[config.mk]
export PLATFORM = sky130hd
export DESIGN_NAME = memory_arbiter
export DESIGN_NICKNAME = d
export VERILOG_FILES = /design/src/rtl/memory_arbiter.sv
export SDC_FILE = /design/constraint.sdc
export NUM_CORES = 1
export LEC_CHECK = 0
export BUFFER_PORTS_ARGS = -buffer_cell sky130_fd_sc_hd__buf_4
export CAP_MARGIN = 10
export CORE_UTILIZATION = 45
export DETAILED_ROUTE_END_ITERATION = 16
export PLACE_DENSITY = 0.64
export SYNTH_ARGS = -nofsm -noshare
export SYNTH_HDL_FRONTEND = slang
export SYNTH_SLANG_ARGS = --single-unit
[constraint.sdc]
create_clock -name i_Clock -period 4.4 [get_ports i_Clock]
set_clock_uncertainty 0.15 [all_clocks]
set_input_delay 0.88 -clock i_Clock [delete_from_list [all_inputs] [get_ports i_Clock]]
set_output_delay 0.88 -clock i_Clock [all_outputs]
set_load 0.05 [all_outputs]
[src/rtl/memory_arbiter.sv]
// Round-robin arbiter for the shared external memory port. Owners keep the port
// while their request stays high; a turnaround gap separates successive owners.
module memory_arbiter #(
  parameter int N          = 5,
  parameter int MAX_HOLD   = 16,
  parameter int TURNAROUND = 1,
  localparam int IW        = (N > 1) ? $clog2(N) : 1
) (
  input  logic          i_Clock,
  input  logic          i_Reset,
  input  logic [N-1:0]  i_Request,
  output logic [N-1:0]  o_Grant,
  output logic [IW-1:0] o_Grant_Index,
  output logic          o_Grant_Valid,
  output logic          o_Yield,
  output logic          o_Bus_Busy
);

  localparam int HW = (MAX_HOLD > 0) ? $clog2(MAX_HOLD + 1) : 1;
  localparam int TW = (TURNAROUND > 1) ? $clog2(TURNAROUND) : 1;
  localparam logic [IW:0]   NUM_REQ   = (IW+1)'(N);
  localparam logic [IW-1:0] LAST_IDX  = IW'(N - 1);
  localparam logic [HW-1:0] HOLD_MAX  = HW'(MAX_HOLD);
  localparam logic [TW-1:0] TURN_LAST = TW'(TURNAROUND - 1);

  typedef enum logic [1:0] {IDLE, GRANT, RELEASE} state_e;

  state_e        state_q, state_d;
  logic [IW-1:0] owner_q, owner_d;
  logic [IW-1:0] ptr_q, ptr_d;
  logic [HW-1:0] tenure_q, tenure_d;
  logic [TW-1:0] turn_q, turn_d;
  logic [N-1:0]  grant_q, grant_d;
  logic          valid_q, valid_d;
  logic          yield_q, yield_d;
  logic          busy_q, busy_d;

  logic [IW:0]   candSum;
  logic [IW-1:0] candIdx;
  logic          pickValid;
  logic [IW-1:0] pickIdx;
  logic          othersReq;

  // Scan downward so the requester closest to the pointer is the last writer.
  always_comb begin
    pickValid = 1'b0;
    pickIdx   = '0;
    candSum   = '0;
    candIdx   = '0;
    for (int i = N - 1; i >= 0; i--) begin
      candSum = {1'b0, ptr_q} + (IW+1)'(i);
      if (candSum >= NUM_REQ) candSum = candSum - NUM_REQ;
      candIdx = candSum[IW-1:0];
      if (i_Request[candIdx]) begin
        pickValid = 1'b1;
        pickIdx   = candIdx;
      end
    end
  end

  assign othersReq = |(i_Request & ~grant_q);

  always_comb begin
    state_d  = state_q;
    owner_d  = owner_q;
    ptr_d    = ptr_q;
    tenure_d = tenure_q;
    turn_d   = turn_q;
    grant_d  = grant_q;
    valid_d  = valid_q;
    yield_d  = 1'b0;
    case (state_q)
      IDLE: begin
        if (pickValid) begin
          state_d  = GRANT;
          owner_d  = pickIdx;
          grant_d  = N'(1) << pickIdx;
          valid_d  = 1'b1;
          tenure_d = '0;
        end
      end
      GRANT: begin
        if (i_Request[owner_q]) begin
          if (tenure_q < HOLD_MAX) tenure_d = tenure_q + 1'b1;
          yield_d = (MAX_HOLD != 0) && (tenure_q >= HOLD_MAX) && othersReq;
        end else begin
          state_d = RELEASE;
          grant_d = '0;
          valid_d = 1'b0;
          turn_d  = '0;
          ptr_d   = (owner_q == LAST_IDX) ? '0 : owner_q + 1'b1;
        end
      end
      RELEASE: begin
        if (turn_q == TURN_LAST) state_d = IDLE;
        else                     turn_d  = turn_q + 1'b1;
      end
      default: state_d = IDLE;
    endcase
    busy_d = (state_d != IDLE);
  end

  always_ff @(posedge i_Clock or posedge i_Reset) begin
    if (i_Reset) begin
      state_q  <= IDLE;
      owner_q  <= '0;
      ptr_q    <= '0;
      tenure_q <= '0;
      turn_q   <= '0;
      grant_q  <= '0;
      valid_q  <= 1'b0;
      yield_q  <= 1'b0;
      busy_q   <= 1'b0;
    end else begin
      state_q  <= state_d;
      owner_q  <= owner_d;
      ptr_q    <= ptr_d;
      tenure_q <= tenure_d;
      turn_q   <= turn_d;
      grant_q  <= grant_d;
      valid_q  <= valid_d;
      yield_q  <= yield_d;
      busy_q   <= busy_d;
    end
  end

  assign o_Grant       = grant_q;
  assign o_Grant_Index = owner_q;
  assign o_Grant_Valid = valid_q;
  assign o_Yield       = yield_q;
  assign o_Bus_Busy    = busy_q;

endmodule

## After elaboration in Yosys (flattened, before gate mapping)

Index checks and enable logic that the tools add are counted.

| storage, ports and cells | value |
|---|---|
| bits in registers | 22 |
| input port bits | 7 |
| output and inout port bits | 11 |
| word-level logic and storage cells | 102 |

| cells by class | value |
|---|---|
| add/sub/neg operators | 12 |
| order comparisons | 13 |
| eq/ne operators | 7 |
| shift operators | 1 |
| multiplexer cells | 46 |
| bitwise gates (word level) | 3 |
| reductions and logical operators | 11 |

Operator list:

| kind | number |
|---|---|
| two-way mux 3 bit | 11 |
| two-way mux 5 bit | 5 |
| less-than comparator 3 x 4 -> 1 bit (second input constant) | 6 |
| one-hot mux 5 bit (2 select lines) | 2 |
| binary-select mux 1 bit (select 3 bit) | 6 |
| >= comparator 4 x 3 -> 1 bit (second input constant) | 4 |
| two-way mux 1 bit | 16 |
| subtractor 3 bit (second input constant) | 5 |
| adder 3 x 2 -> 4 bit (second input constant) | 2 |
| != test 2 bit (second input constant) | 4 |
| two-way mux 2 bit | 3 |
| one-hot mux 2 bit (3 select lines) | 1 |
| AND reduction 2 bit | 3 |
| nonzero test 2 bit | 3 |
| adder 5 x 1 -> 5 bit (second input constant) | 1 |
| AND 5 bit | 1 |
| >= comparator 5 bit (second input constant) | 1 |
| less-than comparator 5 bit (second input constant) | 1 |
| NOT 5 bit | 1 |
| OR reduction 5 bit | 1 |
| left shift 1 x 3 -> 5 bit (first input constant) | 1 |
| adder 3 x 1 -> 4 bit (second input constant) | 1 |
| adder 3 x 3 -> 4 bit (second input constant) | 1 |
| one-hot mux 1 bit (2 select lines) | 2 |
| 11 further kinds | 11 |

## Depth between registers and ports, before layout

| logic depth | value |
|---|---|
| depth in word-level cells | 13 |
| depth in mapped cells | 14 |
| mapped depth without buffers | 12 |

## Worst setup path after synthesis

OpenSTA, ideal clock, no wires.

| timing path | value |
|---|---|
| path kind | reg2reg |
| start point | register ptr_q[0] |
| end point | register grant_q[1], in the netlist o_Grant[1] |
| library setup time | 122 ps |
| arrival time | 3575 ps |
| data required time | 4128 ps |
| slack | 554 ps |
| stages on the path, launching flop included | 12 |
| buffers on the path | 1 |
| period minus slack after synthesis | 3846 ps |
| cells stage by stage | dfrtp_1 buf_2 inv_1 ha_1 ha_1 a21oi_2 mux2_1 mux4_2 a221oi_1 o311ai_0 a22o_1 a32o_1 |

| on the way | value |
|---|---|
| longest elaborated chain between the ends | 13 |
| elaborated cells on any way between the ends | 44 |
| classes of those cells | add/sub: 9; order compare: 5; eq/ne: 1; shift: 1; mux: 27; reduce/logical: 1 |

RTL lines:

| what | line | text |
|---|---|---|
| from (decl) | 30 | `logic [IW-1:0] ptr_q, ptr_d;` |
| from (signal assigned) | 117 | `ptr_q <= ptr_d;` |
| adder 3 x 3 -> 4 bit | 51 | `candSum = {1'b0, ptr_q} + (IW+1)'(i);` |
| >= comparator 4 x 3 -> 1 bit or subtractor 3 bit (tied branches) | 52 | `if (candSum >= NUM_REQ) candSum = candSum - NUM_REQ;` |
| two-way mux 3 bit | 52 |  |
| binary-select mux 1 bit (select 3 bit) | 54 | `if (i_Request[candIdx]) begin` |
| two-way mux 1 bit (implied by the code) | 54 |  |
| two-way mux 3 bit (5 in series) | 54 |  |
| left shift 1 x 3 -> 5 bit | 77 | `grant_d = N'(1) << pickIdx;` |
| two-way mux 5 bit | 74 | `if (pickValid) begin` |
| one-hot mux 5 bit (2 select lines) | 72 | `case (state_q)` |
| to (signal assigned) | 120 | `grant_q <= grant_d;` |
| to (decl) | 33 | `logic [N-1:0] grant_q, grant_d;` |

Several ways; a longest one is shown, not always the timed one. The select of a mux whose other input is x is not followed.
A chain may end at the register's enable or synchronous reset.

## Worst setup path after layout

| timing path | value |
|---|---|
| start point | register ptr_q[2] |
| end point | register grant_q[1], in the netlist o_Grant[1] |

The elaborated chain is that of the path after synthesis.

==> metrics.md <==
| Metric | Value |
|---|---|
| FF/Latch Area | 526 sq um |
| R2R cell count | 9 |
| Tmin final | 3.82 ns |
| Slew headroom | 47.0% |
| Buffer and inverter count on the worst path | 1 |
| Achievable Freq | 0.262 GHz |
| Post-CTS setup buffer count | 0 |
| CTS clk-pin slew, worst paths | 0.08 ns |
| Crit start category | register |
| Initial Util | 46.7% |
| Worst Path Arrival | 3.83 ns |
| Die area | 0.00516 sq mm |
| Pre-antenna DRT Iters | 4 |
| Global-route wire length before repair | 9560 microns |
| Count of final hold-check violations | 0 |
| Crit path largest cell delay | 0.58 ns |
| Async SR Flop Fraction | 100% |
| Sum of negative setup slack | 0 ns |
| Number of global-route vias before repair | 1935 |
| Largest net degree at the start of global routing | 22 |
| Antenna-violating nets left | 0 |
| GPL Wtd Cong | 0.913 |
| Clock Tree Root | clkbuf_8 |
| Worst Hold Class | register to register |
| Clock sink count | 21 |
| Hold EP | o_Grant_Valid |
| Synth-to-Final Area Change | 11.5% |
| Via count | 2016 |
| Synthesized Nets | 274 |
| Crit Path Category | register to register |
| Die Span Y | 71.8 microns |
| Share of layout cells above drive strength 1 | 18.5% |
| # fillers | 461 |
| Synth Instances | 253 |
| R2R Setup Slk | 0.58 ns |
| Slew @ Worst Pin | 0.794 ns |
| Total GRT Usage | 24.0% |
| Cells along the critical path | inv_1 > ha_1 > a21oi_2 > mux2_1 > mux4_2 > a221oi_1 > o311ai_0 > a22o_1 > a32o_1 |
| Clk buf depth | 2 |
| Crit share post-route | 86.8% |
| Std-Cell Rows | 25 |
| Status | complete, no violations |
| Hold-fix buffers, CTS | 0 |
| CP delay by family, top | compound AO/OA/AOI/OAI gates |
| Wire per inst | 17.4 microns |
| Source of the worst hold timing path | o_Grant_Valid |
| Distinct cells, synth | 62 |
| Critical R2R Capture | o_Grant[1] |
| Setup violators final | 0 |
| DR iter-0 viols | 108 |
| Worst path slowest cell | dfrtp_1 |
| Worst path required time | 4.41 ns |
| Synth top area share | 24.0% |
| Sequential fraction of the synthesis area | 24.0% |
| Final net count | 292 |
| Post-synth top area cell | dfrtp_1 |
| Syn Area/Cell | 8.67 sq um |
| Chip width | 71.8 microns |
| Clock Latency Late Sink | 0.26 ns |
| Final slew viol count | 0 |
| Total grt overflow | 0 |
| Number of diodes | 0 |
| Routed WL | 5640 microns |
| IO Count | 18 |
| CTS buffer count | 3 |
| Hold depth | 1 |
| Top cells by count, synth | dfrtp_1 (21), nor2_1 (21), inv_1 (19), nand2_1 (19), a21oi_1 (14) |
| Yosys warnings | 0 |
| RSZ-0062 raised after global routing | no |
| IO buf count | 17 |
| DRC | 0 |
| Synth top area cells | dfrtp_1 (24%), ha_1 (7.4%), mux4_2 (4.1%), nor2_1 (3.6%), inv_1 (3.3%) |
| Post-DP HPWL | 4350 microns |
| Multi-input gate area | 0.00152 sq mm |
| Crit-path max FO | 10 |
| Worst setup EP type | register |
| CTS H-Tree Depth | 1 |
| Antenna violations before repair | 0 |
| Vias per inst | 6.22 |
| Max-cap viol count | 0 |
| Core area | 0.00469 sq mm |
| R2r startpoint | ptr_q[2] |
| Primary FF master, synth | dfrtp_1 |
| Yosys reg bits | 21 |
| Resized cells post-CTS | 0 |
| Post-synth EDFFs | 0 |
| TritonCTS clock tree | done |
| Area of the mapped netlist | 0.00219 sq mm |
-- flip-flops by register name, summed over array words and instances, names as in the netlist --
| name | flops |
|---|---|
| state_q | 2 |
| o_Yield | 1 |
| o_Grant | 5 |
| o_Bus_Busy | 1 |
| o_Grant_Index | 3 |
| ptr_q | 3 |
| o_Grant_Valid | 1 |
| tenure_q | 5 |
-- metrics by stage --
step	util, %	std cells	hold slack [ns]	setup WS (ns)	instance area [sq um]
global route	52.1	324	0.387	0.353	2440
global placement	51.1	320	0.328	0.623	2400
detailed placement	51.1	320	0.329	0.633	2400
finish	52.1	324	0.371	0.580	2440
floorplan	-	253	0.347	0.554	2190
CTS	52.1	324	0.365	0.597	2440
-- worst max path at each step --
stage | end | cells after the start | from | slack (ns)
4_1_cts | o_Grant_Index[0] | 11 | ptr_q[0] | 0.60
3_5_place_dp | o_Grant[1] | 9 | ptr_q[2] | 0.63
3_3_place_gp | o_Grant_Index[0] | 11 | ptr_q[0] | 0.62
6_report | o_Grant[1] | 9 | ptr_q[2] | 0.58
5_1_grt | o_Grant[4] | 10 | ptr_q[2] | 0.35
2_1_floorplan | o_Grant[1] | 11 | ptr_q[0] | 0.55
-- area by class of cell --
class | instances | share of cell area [%]
multi-input cells | 197 | 62.2
repair buffers | 28 | 8.60
clock buffers | 3 | 1.69
inverters | 20 | 3.07
clock inverters | 1 | 0.205
flip-flops and latches | 21 | 21.5
well taps | 54 | 2.76
-- cells by family after synthesis --
| logic type | Yosys count | synth area share (%) |
|---|---|---|
| compound gates | 77 | 26.9 |
| mux | 21 | 14.0 |
| xor+xnor | 3 | 1.20 |
| simple gates | 82 | 18.9 |
| flops | 21 | 24.0 |
| fa+ha+maj | 14 | 8.33 |
| buf+inv | 35 | 6.73 |
-- metal layers --
metal / global-route usage (%) / share of wire, %
met1: 30.2 / 43
met2: 42.6 / 51
met3: 1.55 / 3.5
met4: 10.2 / 2.2
met5: 0 / 0
-- cell usage in the layout, fill, tap and decap left out, types with 7 or more instances in the layout --
master and instances:
ha_1 13, nor2_1 21, mux2i_1 7, nand2_1 19, nand2b_1 11, a21oi_1 14, o21ai_0 10, buf_4 28
dfrtp_1 21, inv_1 19, nor2b_1 10
Power is not shown: default switching activity piles up to over one toggle a cycle in this logic, so the estimate is an artifact.
